**config.mk**
```make
export PLATFORM = sky130hd
export DESIGN_NAME = io_halt_sequencer
export DESIGN_NICKNAME = d
export VERILOG_FILES = /design/src/rtl/io_halt_sequencer.sv
export SDC_FILE = /design/constraint.sdc
export NUM_CORES = 1
export LEC_CHECK = 0
export ABC_AREA = 1
export CAP_MARGIN = 20
export CORE_ASPECT_RATIO = 0.8
export CORE_UTILIZATION = 43
export CTS_BUF_LIST = sky130_fd_sc_hd__clkbuf_16
export DETAILED_ROUTE_END_ITERATION = 10
export HOLD_SLACK_MARGIN = 0.03
export PLACE_DENSITY = 0.81
export REMOVE_ABC_BUFFERS = 1
export SYNTH_ARGS = -nofsm -noshare
export SYNTH_HDL_FRONTEND = slang
export SYNTH_SLANG_ARGS = --single-unit
```
**constraint.sdc**
```tcl
create_clock -name clock -period 1.6 [get_ports clock]
set_input_delay 0.4 -clock clock [delete_from_list [all_inputs] [get_ports clock]]
set_output_delay 0.4 -clock clock [all_outputs]
set_load 0.02 [all_outputs]
```
**src/rtl/io_halt_sequencer.sv**
```systemverilog
// io_halt_sequencer: stalls/steps the PC around Input, Output and HALT,
// captures input words, drives the display and counts retired cycles.
module io_halt_sequencer #(
  parameter int DATA_W = 32,
  parameter int CNT_W  = 16
) (
  input  logic              clock,
  input  logic              reset,
  input  logic              halt,
  input  logic              input_flag,
  input  logic              output_flag,
  input  logic              in_confirm,
  input  logic [DATA_W-1:0] in_data,
  input  logic              resume,
  input  logic [DATA_W-1:0] out_value,
  output logic              pc_enable,
  output logic              reg_write_gate,
  output logic [DATA_W-1:0] in_value,
  output logic [DATA_W-1:0] out_display,
  output logic              out_strobe,
  output logic              halted,
  output logic              waiting_input,
  output logic [CNT_W-1:0]  retired_count
);

  typedef enum logic [1:0] {
    S_RUN     = 2'd0,
    S_WAIT_IN = 2'd1,
    S_COMMIT  = 2'd2,
    S_HALTED  = 2'd3
  } state_t;

  state_t              r_state;
  state_t              w_next;
  logic                r_conf_q;
  logic                r_res_q;
  logic [DATA_W-1:0]   r_in_value;
  logic [DATA_W-1:0]   r_disp;
  logic                r_strobe;
  logic [CNT_W-1:0]    r_cnt;

  logic                w_conf_rise;
  logic                w_res_rise;
  logic                w_pc;
  logic                w_rwg;
  logic                w_capture;
  logic                w_show;

  assign w_conf_rise = in_confirm & ~r_conf_q;
  assign w_res_rise  = resume & ~r_res_q;

  // Next state and per-cycle PC / write-gate decisions.
  always_comb begin
    w_next    = r_state;
    w_pc      = 1'b0;
    w_rwg     = 1'b0;
    w_capture = 1'b0;
    w_show    = 1'b0;
    unique case (r_state)
      S_RUN: begin
        if (halt) begin
          w_next = S_HALTED;
        end else if (input_flag) begin
          w_next = S_WAIT_IN;
        end else begin
          w_pc   = 1'b1;
          w_rwg  = 1'b1;
          w_show = output_flag;
        end
      end
      S_WAIT_IN: begin
        if (w_conf_rise) begin
          w_capture = 1'b1;
          w_next    = S_COMMIT;
        end
      end
      S_COMMIT: begin
        w_pc   = 1'b1;
        w_rwg  = 1'b1;
        w_next = S_RUN;
      end
      S_HALTED: begin
        if (w_res_rise) begin
          w_pc   = 1'b1;
          w_next = S_RUN;
        end
      end
      default: w_next = S_RUN;
    endcase
  end

  // State register and button edge-detect history.
  always_ff @(posedge clock or negedge reset) begin
    if (!reset) begin
      r_state  <= S_RUN;
      r_conf_q <= 1'b0;
      r_res_q  <= 1'b0;
    end else begin
      r_state  <= w_next;
      r_conf_q <= in_confirm;
      r_res_q  <= resume;
    end
  end

  // Input capture, display latch and its one-cycle strobe.
  always_ff @(posedge clock or negedge reset) begin
    if (!reset) begin
      r_in_value <= '0;
      r_disp     <= '0;
      r_strobe   <= 1'b0;
    end else begin
      if (w_capture) r_in_value <= in_data;
      if (w_show) r_disp <= out_value;
      r_strobe <= w_show;
    end
  end

  // Saturating count of cycles in which the PC advanced.
  always_ff @(posedge clock or negedge reset) begin
    if (!reset) begin
      r_cnt <= '0;
    end else if (w_pc && (r_cnt != {CNT_W{1'b1}})) begin
      r_cnt <= r_cnt + CNT_W'(1);
    end
  end

  assign pc_enable      = w_pc & reset;
  assign reg_write_gate = w_rwg & reset;
  assign in_value       = r_in_value;
  assign out_display    = r_disp;
  assign out_strobe     = r_strobe;
  assign halted         = (r_state == S_HALTED);
  assign waiting_input  = (r_state == S_WAIT_IN);
  assign retired_count  = r_cnt;

endmodule

```
==> results of run 1 <==
layer usage:
metal / share of wire [%] / up-vias
met5: 0 / -
met4: 1.2 / 0
met3: 5.6 / 10
met2: 52 / 114
met1: 41 / 1545
li1: - / 1562
cell families after synthesis:
family                   Yosys count  share of synthesized area (%)
multiplexers                      32                           9.83
buffers and inverters             29                           3.69
AO/OA/AOI/OAI                      9                           1.81
flip-flops                        85                           58.0
AND/OR/NAND/NOR                  213                           24.6
adder cells (fa/ha/maj)            1                          0.341
XOR/XNOR                           7                           1.67
worst min-delay path by stage:
| stage | to | slack (ns) | start |
|---|---|---|---|
| floorplan | in_value[0] | 0.10 | reset |
| global placement | out_display[29] | 0.46 | out_display[29] |
| detailed placement | out_display[9] | 0.47 | out_display[9] |
| CTS | out_display[17] | 0.12 | reset |
| global route | in_value[21] | 0.14 | reset |
| finish | r_state[1] | 0.12 | reset |
layout make-up:
cell class                 instances  area, um2  share of cell area [%]
clock buffer                       9        225                    3.79
tap                              108        135                    2.27
timing repair buffer             190       1840                    30.9
clock inverter                     7       78.8                    1.33
multi-input combinational        262       1470                    24.7
inverter                          18       70.1                    1.18
sequential                        85       2130                    35.9
timing repair:
action                                  CTS  global route
buffers inserted                          6             3
cloned                                    0             5
endpoints found under the setup margin   87            73
pin swaps                                 5             6
hold buffers                              0             0
resized for setup                       110            26
registers in the layout (all words and copies together), names as in the netlist:
register and count:
r_res_q 1, out_strobe 1, r_conf_q 1, out_display 32, in_value 32, r_state 2
retired_count 16
critical path: stages, from the launching register on:
cell      delay, ns
dfrtp_2        0.45
nor2_4         0.13
nand2_2        0.08
o211ai_2       0.08
nand2_1        0.07
inv_1          0.07
buf_6          0.11
cells in the final DEF, fill, tap and decap left out, types with 2 or more instances in the layout:
cell and count:
nand2_1 165, dlygate4sd2_1 82, dfrtp_1 81, clkdlybuf4s50_1 66
buf_4 25, mux2_2 24, inv_1 14, clkbuf_16 13
nand2_2 12, nor2_1 10, nand3_1 8, nor2_2 6
buf_6 6, o21ai_0 5, mux2_4 5, nor2_4 4
xnor2_1 4, inv_6 4, buf_12 4, dfrtp_2 4
nand4_1 3, xor2_1 3, mux2_1 3, inv_2 2
through the flow:
stage / total power, mW / cells / utilization [%] / area, um2
2_1_floorplan: 5.90 / 365 / - / 3600
3_3_place_gp: 8.42 / 649 / 67.9 / 5490
3_5_place_dp: 8.56 / 649 / 67.9 / 5490
4_1_cts: 10.2 / 671 / 71.1 / 5750
5_1_grt: 11.0 / 679 / 73.5 / 5950
6_report: 10.4 / 679 / 73.5 / 5950
where the power goes:
group	switching (mW)	internal (mW)	total [mW]
clock network	0.866	1.23	2.10
logic	2.57	2.16	4.72
registers	0.532	3.04	3.58
==> flow_metrics.py, run 1 <==
metrics = {
    "route": {
        "drt_iter0_drc": 98,
        "drt-total-wl_um": 9960,
        "via_count": 3231,
        "wl_per_cell_um": 14.7,
        "via_per_inst": 4.76,
        "ant_nets": 0,
        "dr.pass1.iters": 5,
        "drc_errors": 0,
    },
    "synth": {
        "synth_edf_count": 0,
        "synth_top_area_share_pct": 58.0,
        "synth_cell_types": 27,
        "synthCells": 376,
        "synth_area_leaders": "dfrtp_1, nand2_1, mux2_2",
        "ys.flop_type": "dfrtp_1",
        "syn_avg_cell_area_um2": 9.75,
        "yosysMostFrequentCell": "nand2_1",
        "seq_area_frac_synth_pct": 58.0,
        "netlist_area_um2": 3670,
        "yosys_register_bits": 85,
        "synthArstFlopShare_pct": 100,
        "yosysTopAreaCell": "dfrtp_1",
        "yosys_warnings": 0,
        "synth_common_cells": "nand2_1, dfrtp_1, mux2_2",
    },
    "timing": {
        "setup_violations": 3,
        "relSlewSlack_pct": 53.6,
        "skew_ns": 0.00520,
        "holdWs_ns": 0.118,
        "worst_slew_pin_slew_ns": 0.695,
        "rsz0062_at_grt": "true",
        "period_needed_ns": 1.72,
        "maxSlewViolCount": 0,
        "min_period_over_period_pct": 108,
        "tns_ns": -0.228,
        "max_freq_mhz": 581,
        "finalHoldViolations": 0,
        "setup_slack_ns": -0.122,
    },
    "grt": {
        "grt_use_met1_pct": 26.0,
        "grt_use_met3_pct": 5.98,
        "grt_antenna_before_repair": 0,
        "grt_overflow": 0,
        "grt_use_total_pct": 21.4,
        "grt_pass1_wl_um": 15000,
        "grt_pass1_vias": 3102,
        "grt_max_degree": 57,
        "grtUsageMet2_pct": 37.7,
        "top_usage_layer": "met2",
    },
    "placement": {
        "post-place-ws_ns": -0.647,
        "gp_congestion": 0.743,
        "io_buffers": 155,
        "dpl.hpwl_um": 6610,
    },
    "setup_path": {
        "crit_end": "pc_enable",
        "r2r_cells": 7,
        "r2r-start": "r_state[1]",
        "endpoint_kind": "output port",
        "path_max_fanout": 3,
        "required_ns": 1.20,
        "start_kind": "register",
        "rrSetupSlack_ns": 0.03,
        "worstPathArrival_ns": 1.32,
        "crit_type": "register to output port",
        "r2r-end": "in_value[7]",
        "crit_path_start": "r_state[0]",
    },
    "flow_run": {
        "max-cap-violations": 0,
    },
    "die": {
        "start_util_pct": 45.3,
        "dieHeight_um": 84.6,
        "core-area_um2": 8090,
        "io_pins": 156,
        "die_w_um": 105,
        "die-area_um2": 8900,
        "row_count": 29,
    },
    "clock_tree": {
        "clock_path_buffers": 2,
        "clk_latency_ns": 0.33,
        "clk_pin_slew_ns": 0.06,
        "cts_root_buf": "clkbuf_16",
        "cts.sinks": 85,
        "cts_buffers": 9,
        "htree_levels": 3,
        "cts_tree": "yes",
    },
    "layout": {
        "n_fill_cell": 610,
        "drive_gt1_share_pct": 21.2,
        "fin_nets": 638,
        "diodes": 0,
        "syn2layout_area_growth_pct": 62.2,
    },
    "power_and_ir_drop": {
        "p_per_area_nw_per_um2": 1750,
        "ir_drop_uv": 986,
        "p_leak_nw": 3.08,
    },
    "run_status": {
        "status": "complete, but fails checks",
        "failed_checks": "negative setup slack",
    },
    "min_path": {
        "hp-class": "primary input to async pin",
    },
}
(Power assumes the default switching activity.)
==> inputs of run 2 (changes only) <==
CTS_CLUSTER_SIZE = 24   (was not set)
==> results of run 2 <==
Final layout, timing and power as in run 1 (identical DEF).
